==> config.mk <==
export PLATFORM = sky130hd
export DESIGN_NAME = parking_space_controller
export DESIGN_NICKNAME = d
export VERILOG_FILES = /design/src/rtl/parking_space_controller_pkg.sv /design/src/rtl/parking_space_controller_free_space_encoder.sv /design/src/rtl/parking_space_controller.sv
export SDC_FILE = /design/constraint.sdc
export NUM_CORES = 1
export LEC_CHECK = 0
export CAP_MARGIN = 30
export CELL_PAD_IN_SITES_DETAIL_PLACEMENT = 0
export CELL_PAD_IN_SITES_GLOBAL_PLACEMENT = 1
export CORE_ASPECT_RATIO = 1.25
export CORE_UTILIZATION = 39
export CTS_CLUSTER_DIAMETER = 40
export DETAILED_ROUTE_END_ITERATION = 10
export GPL_ROUTABILITY_DRIVEN = 0
export PLACE_DENSITY_LB_ADDON = 0.3
export SLEW_MARGIN = 5
export SYNTH_ARGS = -nofsm -noshare
export SYNTH_HDL_FRONTEND = slang
export SYNTH_HIERARCHICAL = 1
export SYNTH_SLANG_ARGS = --single-unit
export TNS_END_PERCENT = 100
==> constraint.sdc <==
create_clock -name clk -period 3.8 [get_ports clk]
set_input_delay 0.57 -clock clk [delete_from_list [all_inputs] [get_ports clk]]
set_output_delay 0.57 -clock clk [all_outputs]
set_load 0.01 [all_outputs]
==> src/rtl/parking_space_controller_pkg.sv <==
// Shared constants and FSM state encoding for the parking space controller.
package parking_pkg;

    localparam int unsigned SPACES          = 8;
    localparam int unsigned IDX_W           = 3;
    localparam int unsigned GATE_CYCLES_DEF = 4;

    typedef enum logic [2:0] {
        ST_IDLE    = 3'd0,
        ST_GRANT   = 3'd1,
        ST_REJECT  = 3'd2,
        ST_GATE    = 3'd3,
        ST_RELEASE = 3'd4
    } state_t;

endpackage

==> src/rtl/parking_space_controller_free_space_encoder.sv <==
// Lowest-index free space finder: bit 0 has highest priority.
module free_space_encoder
    import parking_pkg::*;
(
    input  logic [SPACES-1:0] occupancy,
    output logic [IDX_W-1:0]  idx,
    output logic              found
);

    always_comb begin
        idx   = '0;
        found = 1'b0;
        for (int unsigned i = 0; i < SPACES; i++) begin
            if (!occupancy[i] && !found) begin
                idx   = IDX_W'(i);
                found = 1'b1;
            end
        end
    end

endmodule

==> src/rtl/parking_space_controller.sv <==
// Entry/exit sequencer for an 8-space lot; owns the occupancy vector and gate timing.
module parking_space_controller
    import parking_pkg::*;
#(
    parameter int unsigned GATE_CYCLES = GATE_CYCLES_DEF
) (
    input  logic              clk,
    input  logic              reset_n,
    input  logic              entry_req,
    input  logic              exit_valid,
    input  logic [IDX_W-1:0]  exit_space,
    output logic              entry_ack,
    output logic              entry_reject,
    output logic [IDX_W-1:0]  park_number,
    output logic              gate_open,
    output logic              exit_error,
    output logic [SPACES-1:0] occupancy,
    output logic [IDX_W:0]    free_count,
    output logic              full,
    output logic              empty
);

    state_t            r_state;
    logic [7:0]        r_cnt;
    logic [SPACES-1:0] r_occupancy;
    logic [IDX_W-1:0]  r_park;
    logic              r_ack;
    logic              r_rej;
    logic              r_gate;
    logic              r_err;

    logic [IDX_W-1:0]  w_free_idx;
    logic              w_found;
    logic              w_exit_hit;
    logic [SPACES-1:0] w_exit_mask;
    logic [SPACES-1:0] w_grant_mask;
    logic [IDX_W:0]    w_popcnt;
    logic              w_full;

    free_space_encoder u_enc (
        .occupancy (r_occupancy),
        .idx       (w_free_idx),
        .found     (w_found)
    );

    assign w_exit_hit = exit_valid && r_occupancy[exit_space];
    assign w_full     = &r_occupancy;

    // Grant set and exit clear are independent masks so both can land on the same edge.
    always_comb begin
        w_exit_mask  = '0;
        w_grant_mask = '0;
        if (w_exit_hit) begin
            w_exit_mask[exit_space] = 1'b1;
        end
        if (r_state == ST_GRANT) begin
            w_grant_mask[r_park] = 1'b1;
        end
    end

    always_comb begin
        w_popcnt = '0;
        for (int unsigned i = 0; i < SPACES; i++) begin
            w_popcnt = w_popcnt + {{IDX_W{1'b0}}, r_occupancy[i]};
        end
    end

    always_ff @(posedge clk) begin
        if (!reset_n) begin
            r_state     <= ST_IDLE;
            r_cnt       <= '0;
            r_occupancy <= '0;
            r_park      <= '0;
            r_ack       <= 1'b0;
            r_rej       <= 1'b0;
            r_gate      <= 1'b0;
            r_err       <= 1'b0;
        end else begin
            r_ack       <= 1'b0;
            r_rej       <= 1'b0;
            r_gate      <= 1'b0;
            r_err       <= exit_valid && !r_occupancy[exit_space];
            r_occupancy <= (r_occupancy | w_grant_mask) & ~w_exit_mask;

            case (r_state)
                ST_IDLE: begin
                    if (entry_req) begin
                        if (!w_full) begin
                            r_park  <= w_free_idx;
                            r_state <= ST_GRANT;
                        end else begin
                            r_state <= ST_REJECT;
                        end
                    end
                end
                ST_GRANT: begin
                    r_ack   <= 1'b1;
                    r_cnt   <= 8'(GATE_CYCLES);
                    r_state <= ST_GATE;
                end
                ST_GATE: begin
                    r_gate <= 1'b1;
                    r_cnt  <= r_cnt - 8'd1;
                    if (r_cnt == 8'd1) begin
                        r_state <= ST_RELEASE;
                    end
                end
                ST_REJECT: begin
                    r_rej   <= 1'b1;
                    r_state <= ST_RELEASE;
                end
                ST_RELEASE: begin
                    if (!entry_req) begin
                        r_state <= ST_IDLE;
                    end
                end
                default: r_state <= ST_IDLE;
            endcase
        end
    end

    assign entry_ack    = r_ack;
    assign entry_reject = r_rej;
    assign park_number  = r_park;
    assign gate_open    = r_gate;
    assign exit_error   = r_err;
    assign occupancy    = r_occupancy;
    assign free_count   = (IDX_W + 1)'(SPACES) - w_popcnt;
    assign full         = w_full;
    assign empty        = ~|r_occupancy;

endmodule

Word level (Yosys, flattened, before mapping)
Cells that the tools add are included.
{"block": "word_totals", "reg_bits": 26, "latchBits": 0, "elab_cells": 96, "mem_bits_rw": 0, "n_memories": 0, "romBits": 0}
{"block": "op_classes", "n_bitwise": 4, "n_reduce_logical": 32, "muxes": 31, "shifts": 0, "addsub": 9, "eq_ne": 8, "multipliers": 0, "order_cmp": 4, "n_div": 0}
{"cell": "two-way mux 3 bit", "count": 9}
{"cell": "adder 4 x 1 -> 4 bit", "count": 4}
{"cell": "two-way mux 8 bit", "count": 2}
{"cell": "one-hot mux 8 bit (2 select lines)", "count": 1}
{"cell": "logical NOT 1 bit", "count": 15}
{"cell": "one-hot mux 3 bit (5 select lines)", "count": 1}
{"cell": "two-way mux 1 bit", "count": 14}
{"cell": "logical AND 1 bit", "count": 11}
{"cell": "bitwise AND 8 bit", "count": 1}
{"cell": "equality test 8 x 1 -> 1 bit (second input constant)", "count": 1}
{"cell": "< comparator 3 x 4 -> 1 bit (second input constant)", "count": 2}
{"cell": "inverter 8 bit", "count": 1}
{"cell": "bitwise OR 8 bit", "count": 1}
{"cell": "AND reduction 8 bit", "count": 1}
{"cell": "OR reduction 8 bit", "count": 1}
{"cell": "subtractor 8 x 1 -> 8 bit (second input constant)", "count": 1}
{"cell": "demux 1 bit (select 3 bit)", "count": 2}
{"cell": "equality test 3 x 2 -> 1 bit (second input constant)", "count": 2}
{"cell": ">= comparator 3 x 1 -> 1 bit (second input constant)", "count": 2}
{"cell": "!= test 2 bit (second input constant)", "count": 3}
{"cell": "AND reduction 3 bit", "count": 2}
{"cell": "adder 3 x 1 -> 4 bit", "count": 1}
{"cell": "subtractor 4 bit (first input constant)", "count": 1}
{"cell": "adder 2 x 1 -> 3 bit", "count": 1}
{"cell": "8 further kinds", "count": 8}

Longest topological paths before layout
Gate-level depths: netlist (run 1).
{"block": "depth", "depth_word": 21, "ltp_mapped": 6, "ltp_nobuf": 6}

Cells and area by module
Netlist (run 1), hierarchy kept.
{"module": "parking_space_controller", "instances": 1, "area_per_inst_um2": 1491.4, "cells_each": 157}
{"module": "free_space_encoder", "instances": 1, "area_per_inst_um2": 77.6, "cells_each": 15}

Least setup slack after synthesis (run 1)
No wires, ideal clock.
{"block": "synth_path", "kind": "register to output", "startpoint": "register r_occupancy[1], in the netlist occupancy[1]", "endpoint": "output free_count[2]", "stages_incl_launch_ff": 7, "n_path_buf": 0, "required_time_ps": 3230, "setup_slack_ps": 748, "arrival_ps": 2482, "cell_sequence": "dfxtp_1 inv_1 fa_1 ha_1 fa_1 fa_1 ha_1"}
{"block": "synth_between", "elab_chain_len": 8}
{"item": "start: declaration", "line_no": "parking_space_controller.sv:25", "text": "logic [SPACES-1:0] r_occupancy;"}
{"item": "start signal: assignment", "line_no": "parking_space_controller.sv:83", "text": "r_occupancy <= (r_occupancy | w_grant_mask) & ~w_exit_mask;"}
{"item": "adder 1 x 1 -> 2 bit", "line_no": "parking_space_controller.sv:64", "text": "w_popcnt = w_popcnt + {{IDX_W{1'b0}}, r_occupancy[i]};"}
{"item": "adder 2 x 1 -> 3 bit", "line_no": "parking_space_controller.sv:64"}
{"item": "adder 3 x 1 -> 4 bit", "line_no": "parking_space_controller.sv:64"}
{"item": "adder 4 x 1 -> 4 bit (4 in series)", "line_no": "parking_space_controller.sv:64"}
{"item": "subtractor 4 bit", "line_no": "parking_space_controller.sv:128", "text": "assign free_count = (IDX_W + 1)'(SPACES) - w_popcnt;"}
{"item": "end: declaration", "line_no": "parking_space_controller.sv:18", "text": "output logic [IDX_W:0] free_count,"}
Every way passes these cells.

Final worst setup path (run 1)
{"block": "layout_path", "startpoint": "register r_occupancy[4], in the netlist occupancy[4]", "endpoint": "output free_count[2]"}
{"block": "layout_between", "elab_chain_len": 5}
{"item": "adder 4 x 1 -> 4 bit (4 in series)", "line_no": "parking_space_controller.sv:64"}
{"item": "subtractor 4 bit", "line_no": "parking_space_controller.sv:128"}
Every way passes these cells.

==> flow_summary.yaml, run 1 <==
timing:
  final_period_minus_worst_setup_slack_ns: 3.66
  grt_setup_unrepaired: "no"
  fin_tns_setup_ns: 0
  finalSetupViolations: 0
  whs_ns: 0.549
  maxSlewViolCount: 0
  finalHoldViolCount: 0
  min_period_over_period_pct: 96.3
  worst_slew_pin_slew_ns: 0.748
  worst_slew_margin_rel_pct: 50.0
  post_route_clock_skew_ns: 0.00609
  max_clock_freq_mhz: 273
die:
  die_height_um: 72.8
  core.rowCount: 25
  die_width_um: 58.6
  design.die.area_um2: 4270
  fp.coreArea_um2: 3820
  i_o_pin_total: 28
  initial_utilization_pct: 41.0
clocking:
  ctsHoldBuffers: 0
  cts-htree-levels: 1
  max-clock-path-buffers: 2
  clk_root_buffer_cell: "clkbuf_8"
  clkSinkCount: 26
  worst_skew_pair.late_latency_ns: 0.27
  cts_made_buffers: 3
  cts_post_setup_buffers_inserted: 0
  tritoncts: "yes"
  cts.clk_slew.worst_paths_ns: 0.08
yosys:
  avgSynthCellArea_um2: 9.14
  post_synthesis_cell_count: 171
  syn-num-nets: 190
  ys_warn_count: 6
  syn-cell-area_um2: 1560
finish:
  diodes: 0
  utilization_pct: 52.0
  finish.net_count: 224
  synthToLayoutAreaGrowth_pct: 27.0
  drive_above_1_share_pct: 11.8
  final.fill_count: 375
setup_path:
  critical_path_endpoint: "free_count[2]"
  critPathArrivalTime_ns: 3.09
  timing.critical_path.fanout_max: 2
  reg2reg_setup_slack_ns: 2.27
  worst_flop_to_flop_path_endpoint: "park_number[2]"
  setup.worst_path.class: "flip-flop to output port"
  worstSetupStartpoint: "occupancy[4]"
  crit_required_ns: 3.23
  critPathLaunchType: "flip-flop"
  end_kind: "output port"
  worst_r2r_startpoint: "occupancy[4]"
  r2r_cells: 6
routing:
  drt-wirelength-per-cell_um: 13.4
  drc: 0
  dr.first_iter.drc_count: 48
  total_via_count_in_the_routed_design: 1366
  post_drt_via_cell_ratio: 5.29
  drt_pre_antenna_iters: 4
  wl_mm: 3.47
  drtAntennaViolNets: 0
power:
  p_per_area_nw_per_um2: 340
  total_power_mw: 0.674
  leakagePower_nw: 0.779
  vdd.ir_drop.worst_v: 0.000145
placement:
  dp.final_hpwl_mm: 2.69
  buffer_ports.inserted: 27
grt:
  grt_pass1_wl_mm: 5.90
  grt_overflow_total: 0
  pin_count_of_the_biggest_net_entering_global_routing: 25
  number_of_global_route_vias_before_repair: 1306
  grt_antenna_before_repair: 0
  grt_usage_pct: 17.9
run_status:
  outcome: "completed"
worst_hold_path:
  hold-path-cell-count: 1
  worstHoldPathType: "flip-flop to flip-flop"
job:
  drv.max_cap_violation_count: 0
## through the flow
step | cells | setup WS (ns) | cell area [µm²]
after floorplan | 171 | 0.748 | 1560
after global placement | 254 | 0.421 | 1930
after detailed placement | 254 | 0.357 | 1930
after CTS | 258 | 0.0560 | 1980
after global routing | 258 | 0.00282 | 1980
final | 258 | 0.141 | 1980
## flip-flops by register name (all words and copies together), names as in the netlist
register / cells
entry_reject: 1
gate_open: 1
r_cnt: 8
occupancy: 8
entry_ack: 1
park_number: 3
exit_error: 1
r_state: 3
## worst max-delay path, stage by stage (launching register included)
cell and delay, ns:
dfxtp_1 0.33, fa_1 0.53, inv_1 0.04, ha_1 0.20, fa_1 0.48, fa_1 0.43
ha_1 0.28, clkdlybuf4s50_1 0.53
## where the power goes
group	switching, mW	total (mW)	internal [mW]	leakage, nW
clock network	0.0841	0.177	0.0926	0.0288
logic	0.0849	0.182	0.0971	0.538
registers	0.0235	0.315	0.292	0.212
total	0.193	0.674	0.482	0.779
## worst min path at each step
| stage | end | from | slack (ns) |
|---|---|---|---|
| final | r_cnt[2] | r_cnt[2] | 0.55 |
| after global placement | r_cnt[2] | r_cnt[2] | 0.51 |
| after detailed placement | r_cnt[2] | r_cnt[2] | 0.52 |
| after floorplan | r_cnt[2] | r_cnt[2] | 0.49 |
| after global routing | entry_reject | r_state[0] | 0.58 |
| after CTS | r_cnt[2] | r_cnt[2] | 0.54 |
## layer usage
metal  up-vias  part of all wire, %  global-route usage [%]
li1        681                    -                       -
met1       657                   42                    20.9
met2        23                   56                    34.1
met3         5                  1.6                    2.13
met4         0                 0.75                    4.50
met5         -                    0                       0
## final cells by class
| class | instances | area [µm²] | share of cell area [%] |
|---|---|---|---|
| Clock buffer | 4 | 55.1 | 2.77 |
| Inverter | 15 | 56.3 | 2.84 |
| Multi-Input combinational cell | 126 | 968 | 48.8 |
| Sequential cell | 26 | 522 | 26.3 |
| Tap cell | 54 | 67.6 | 3.40 |
| Timing Repair Buffer | 33 | 315 | 15.9 |
## cell usage in the layout (no fill, tap or decap), types with 2 or more instances in the layout
| cell | instances |
|---|---|
| and2_1 | 7 |
| inv_1 | 15 |
| dfxtp_1 | 25 |
| a32oi_1 | 2 |
| nand4_1 | 3 |
| o21ai_0 | 4 |
| nand3b_1 | 2 |
| nor2b_1 | 9 |
| nand2_1 | 16 |
| a31oi_1 | 8 |
| mux2_2 | 3 |
| a22oi_1 | 6 |
| a21oi_1 | 4 |
| nor2_1 | 12 |
| a41oi_1 | 2 |
| clkdlybuf4s50_1 | 27 |
| nand2b_1 | 2 |
| ha_1 | 8 |
| fa_1 | 4 |
| mux2i_1 | 8 |
| buf_4 | 6 |
| clkbuf_8 | 4 |
| nor4_1 | 2 |
| and4bb_2 | 3 |
| nand3_1 | 4 |
## repair_timing
| action | 4_1_cts | 5_1_grt |
|---|---|---|
| resized for setup | 0 | 1 |
| endpoints found under the setup margin | 0 | 1 |
| endpoints found under the hold margin | 0 | 0 |
No activity file was read; power rests on OpenSTA's default activity.
==> run 2, diff against run 1 <==
- TNS_END_PERCENT: 100 -> 10
==> results of run 2 <==
No change in the layout: final DEF, timing and power equal those of run 1.
==> edit 1: new RTL, settings of run 2 <==
Re-encode `state_t` (5 states) as one-hot, 5 bits wide.
--- a/src/rtl/parking_space_controller_pkg.sv
+++ b/src/rtl/parking_space_controller_pkg.sv
@@ -6,10 +6,10 @@
     localparam int unsigned GATE_CYCLES_DEF = 4;
 
-    typedef enum logic [2:0] {
-        ST_IDLE    = 3'd0,
-        ST_GRANT   = 3'd1,
-        ST_REJECT  = 3'd2,
-        ST_GATE    = 3'd3,
-        ST_RELEASE = 3'd4
+    typedef enum logic [4:0] {
+        ST_IDLE    = 5'b00001,
+        ST_GRANT   = 5'b00010,
+        ST_REJECT  = 5'b00100,
+        ST_GATE    = 5'b01000,
+        ST_RELEASE = 5'b10000
     } state_t;
 
Behaviour: no difference found for any inputs over 10 cycles, from zero or initial values and one cycle with reset_n low; not proved beyond that.
==> edit 1 against run 2 <==
- worst hold slack got worse by 63 ps
- total power decreased by 8.7%
- cell area grew 6.4%
- routed wire length rose by 26%
- setup slack barely moved
- area after synthesis grew 9.3%
- sequential power is 2% higher
- clock skew is 2.4 ps lower
- sequential cell count increased by 2
- critical endpoint is now free_count[1]
==> edit 1: results (changes against run 2) <==
Placed design
  – PortBufs: 27 (unchanged)
  – Dpl hpwl: 3.26 mm (was 2.69 mm)

Clock network
  – Worst-path clk slew: 100 ps (was 80 ps)
  – Postcts setup bufs: 0 (unchanged)

Detailed routing
  – Routed vias: 1557 (was 1366)
  – Initial DRC Count: 79 (was 48)
  – Routed len/inst: 16.0 um (was 13.4 um)

Finish
  – Layout cell share with drive strength beyond 1: 11.5% (was 11.8%)
  – Nets: 238 (was 224)
  – # fillers: 408 (was 375)

STA
  – Clock skew: 3.67 ps (was 6.09 ps)
  – Rel. slew slack: 65.0% (was 50.0%)
  – Worst hold margin: 487 ps (was 549 ps)

Worst setup path
  – Reg2reg start: r_state[3]$_SDFFE_PN0P_ (was occupancy[4]$_SDFF_PN0_)
  – Worst r2r dst: r_cnt[6]$_SDFFE_PN0P_ (was park_number[2]$_SDFFE_PN0P_)
  – R2R Setup Slk: 1910 ps (was 2270 ps)
  – Crit path DAT: 3090 ps (about the same)
  – Crit path max fanout: 9 (was 2)
  – Crit-path max cell delay: 580 ps (was 530 ps)
  – Reg2Reg Depth: 4 (was 6)
  – Family with the most delay on the worst path: adder cells (unchanged)

Logic synthesis
  – Synth warn: 6 (unchanged)
  – Syn Nets: 208 (was 190)

Min path
  – WHS Endpoint: r_cnt[7]$_SDFFE_PN0P_ (was r_cnt[2]$_SDFFE_PN0P_)
  – Hold Path Depth: 2 (was 1)
  – Hold path startpoint: r_cnt[7]$_SDFFE_PN0P_ (was r_cnt[2]$_SDFFE_PN0P_)

Global route
  – Total GRT Usage: 20.3% (was 17.9%)
  – Vias in the first global route: 1525 (was 1306)
  – First-pass GRT wire length: 7.23 mm (was 5.90 mm)
  – Largest net degree at the start of global routing: 20 (was 25)

Run status
  – Status: finished clean (unchanged)

Power
  – Maximum VDD drop: 0.000137 V (was 0.000145 V)
  – P_leak: 0.791 nW (was 0.779 nW)
  – Internal power: 0.000440 W (was 0.000482 W)
[edit 1: worst max-delay path by stage]
stage | start | to | slack, ps | depth (start not counted)
detailed placement | occupancy[4]$_SDFF_PN0_ | free_count[2] | 270 | 7
finish | occupancy[4]$_SDFF_PN0_ | free_count[1] | 140 | 6
CTS | occupancy[4]$_SDFF_PN0_ | free_count[2] | 8 | 7
floorplan | occupancy[1]$_SDFF_PN0_ | free_count[2] | 730 | 6
global route | occupancy[4]$_SDFF_PN0_ | free_count[3] | 70 | 7
global placement | occupancy[4]$_SDFF_PN0_ | free_count[2] | 360 | 7
[edit 1: worst register-to-register path, delay by kind of cell, from the launching register on]
| family | cells | cell delay [ps] |
|---|---|---|
| simple gates | 3 | 940 |
| flops | 1 | 540 |
| mux | 1 | 320 |
[edit 1: routing by layer]
layer / global-route usage, % / wire length, um / share of wire [%] / up-vias
li1: - / - / - / 751
met1: 25.1 / 1810 / 41 / 743
met2: 33.9 / 2260 / 52 / 55
met3: 3.06 / 204 / 4.7 / 8
met4: 8.18 / 93 / 2.1 / 0
met5: 0 / 0 / 0 / -
[edit 1: final cells by class]
cell class | count | area [um2] | share of cell area [%]
Multi-Input combinational cell | 136 | 1040 | 49.5
Tap cell | 56 | 70.1 | 3.32
Sequential cell | 28 | 567 | 26.9
Inverter | 19 | 71.3 | 3.38
Clock buffer | 4 | 55.1 | 2.61
Timing Repair Buffer | 31 | 303 | 14.3
[edit 1: power groups by stage]
stage / combinational, W / clock (W) / sequential [W]
6_report: 0.000105 / 0.000188 / 0.000322
5_1_grt: 0.000116 / 0.000212 / 0.000324
4_1_cts: 0.000105 / 0.000196 / 0.000322
3_5_place_dp: 0.000104 / 0 / 0.000329
3_3_place_gp: 0.000103 / 0 / 0.000329
2_1_floorplan: 0.0000765 / 0 / 0.000320
[edit 1: metrics by stage]
step,instances,setup slack (ps),instance area (um2)
final,274,141,2110
after global routing,274,68.1,2110
after CTS,274,7.70,2110
after detailed placement,270,268,2050
after global placement,270,355,2050
after floorplan,189,734,1710
[edit 1: timing repair]
action	4_1_cts	5_1_grt
resized for setup	3	2
gates cloned	0	0
setup endpoints to repair	1	1
endpoints found under the hold margin	0	0
==> edit 2: new RTL, flow settings as in run 2 <==
Without the edit above. Set the package constant `IDX_W` to 4 (it was 3).
--- a/src/rtl/parking_space_controller_pkg.sv
+++ b/src/rtl/parking_space_controller_pkg.sv
@@ -3,5 +3,5 @@
 
     localparam int unsigned SPACES          = 8;
-    localparam int unsigned IDX_W           = 3;
+    localparam int unsigned IDX_W           = 4;
     localparam int unsigned GATE_CYCLES_DEF = 4;
 
Interface: changed (resized exit_space, free_count and park_number); port bits go from 28 to 31. No check against the original RTL was run, so the function may have changed too.
==> edit 2 against run 2 <==
- combinational power down 8%
- cell count up 8.1%
- routed wire length up 18%
- setup slack better by 120 ps
- worst hold slack lost 69 ps
- first-iteration DRC count grew 79%
- total power shrank 3.8%
- cell area increased by 9.4%
- sequential cell count rose by 1
- via count up 10%
- fmax rose by 3.3%
- non-clock buffer count rose by 4
- register-to-register slack worse by 200 ps
- area after synthesis grew 11%
- critical path type unchanged
- largest cell class unchanged
==> edit 2: results (changes against run 2) <==
STA
  – Final worst setup slack: 260 ps (was 141 ps)
  – Clock skew: 4.22 ps (was 6.09 ps)
  – Worst hold margin: 481 ps (was 549 ps)
  – Least-Margin Pin Slew: 708 ps (was 748 ps)

Power
  – Switching pwr: 0.000191 W (was 0.000193 W)
  – PD cells: 299 nW/um2 (was 340 nW/um2)
  – Maximum VDD drop: 0.000171 V (was 0.000145 V)
  – Clock group share of total power: 25.3% (was 26.2%)
  – P_leak: 0.830 nW (was 0.779 nW)

Detailed routing
  – Post-Route WL: 4.10 mm (was 3.47 mm)
  – Met3 WL: 107 um (was 55 um)
  – Initial DRC Count: 86 (was 48)
  – Detailed-route vias per instance: 5.39 (was 5.29)
  – Routed len/inst: 14.7 um (was 13.4 um)

Worst setup path
  – Reg2reg start: r_state[1]$_SDFFE_PN0P_ (was occupancy[4]$_SDFF_PN0_)
  – R2R Setup Slk: 2070 ps (was 2270 ps)
  – Worst r2r dst: r_cnt[5]$_SDFFE_PN0P_ (was park_number[2]$_SDFFE_PN0P_)
  – Crit path max fanout: 3 (was 2)
  – Reg2Reg Depth: 3 (was 6)

Placed design
  – Placed Cells: 275 (was 254)
  – DP Area: 2120 um2 (was 1930 um2)
  – Dpl hpwl: 3.22 mm (was 2.69 mm)

Global route
  – Largest net degree at the start of global routing: 22 (was 25)
  – Met2 Track Usage GR: 32.7% (was 34.1%)
  – First-pass GRT wire length: 6.60 mm (was 5.90 mm)
  – Met1 Use GR: 22.1% (was 20.9%)
  – Total GRT Usage: 18.3% (was 17.9%)
  – Met3 Use GR: 2.19% (was 2.13%)
  – Vias in the first global route: 1429 (was 1306)

Min path
  – Hold path startpoint: r_cnt[7]$_SDFFE_PN0P_ (was r_cnt[2]$_SDFFE_PN0P_)
  – WHS Endpoint: r_cnt[7]$_SDFFE_PN0P_ (was r_cnt[2]$_SDFFE_PN0P_)
  – Hold Path Depth: 2 (was 1)

Logic synthesis
  – Syn Nets: 216 (was 190)
  – Mean post-synth cell area: 9.06 um2 (was 9.14 um2)

Run status
  – Status: finished clean (unchanged)

Finish
  – # fillers: 385 (was 375)
  – Nets: 248 (was 224)
  – FF+latch area: 541 um2 (was 522 um2)
edit 2: cell types whose count changed in the layout (fill, tap and decap cells not counted), moves of 4 or more:
cell,change
nor2b_1,-5
o311ai_0,+5
a31oi_1,-7
and2_1,-6
nand2b_1,+4
a22oi_1,-6
o221a_2,+4
nor2_1,-4
ha_1,+4
inv_1,+6
edit 2: area by class of cell:
cell class	count	share of cell area [%]
sequential	27	24.9
tap	56	3.23
multi-input combinational	134	49.5
inverter	21	3.63
clock inverter	1	0.346
clock buffer	3	1.90
timing repair buffer	37	16.5
edit 2: worst max path at each step:
stage | start | end | cells after the start
after floorplan | occupancy[1]$_SDFF_PN0_ | free_count[2] | 9
after global placement | occupancy[4]$_SDFF_PN0_ | free_count[2] | 9
after detailed placement | occupancy[4]$_SDFF_PN0_ | free_count[2] | 9
after CTS | occupancy[4]$_SDFF_PN0_ | free_count[2] | 9
after global routing | occupancy[4]$_SDFF_PN0_ | free_count[4] | 8
final | occupancy[4]$_SDFF_PN0_ | free_count[4] | 8
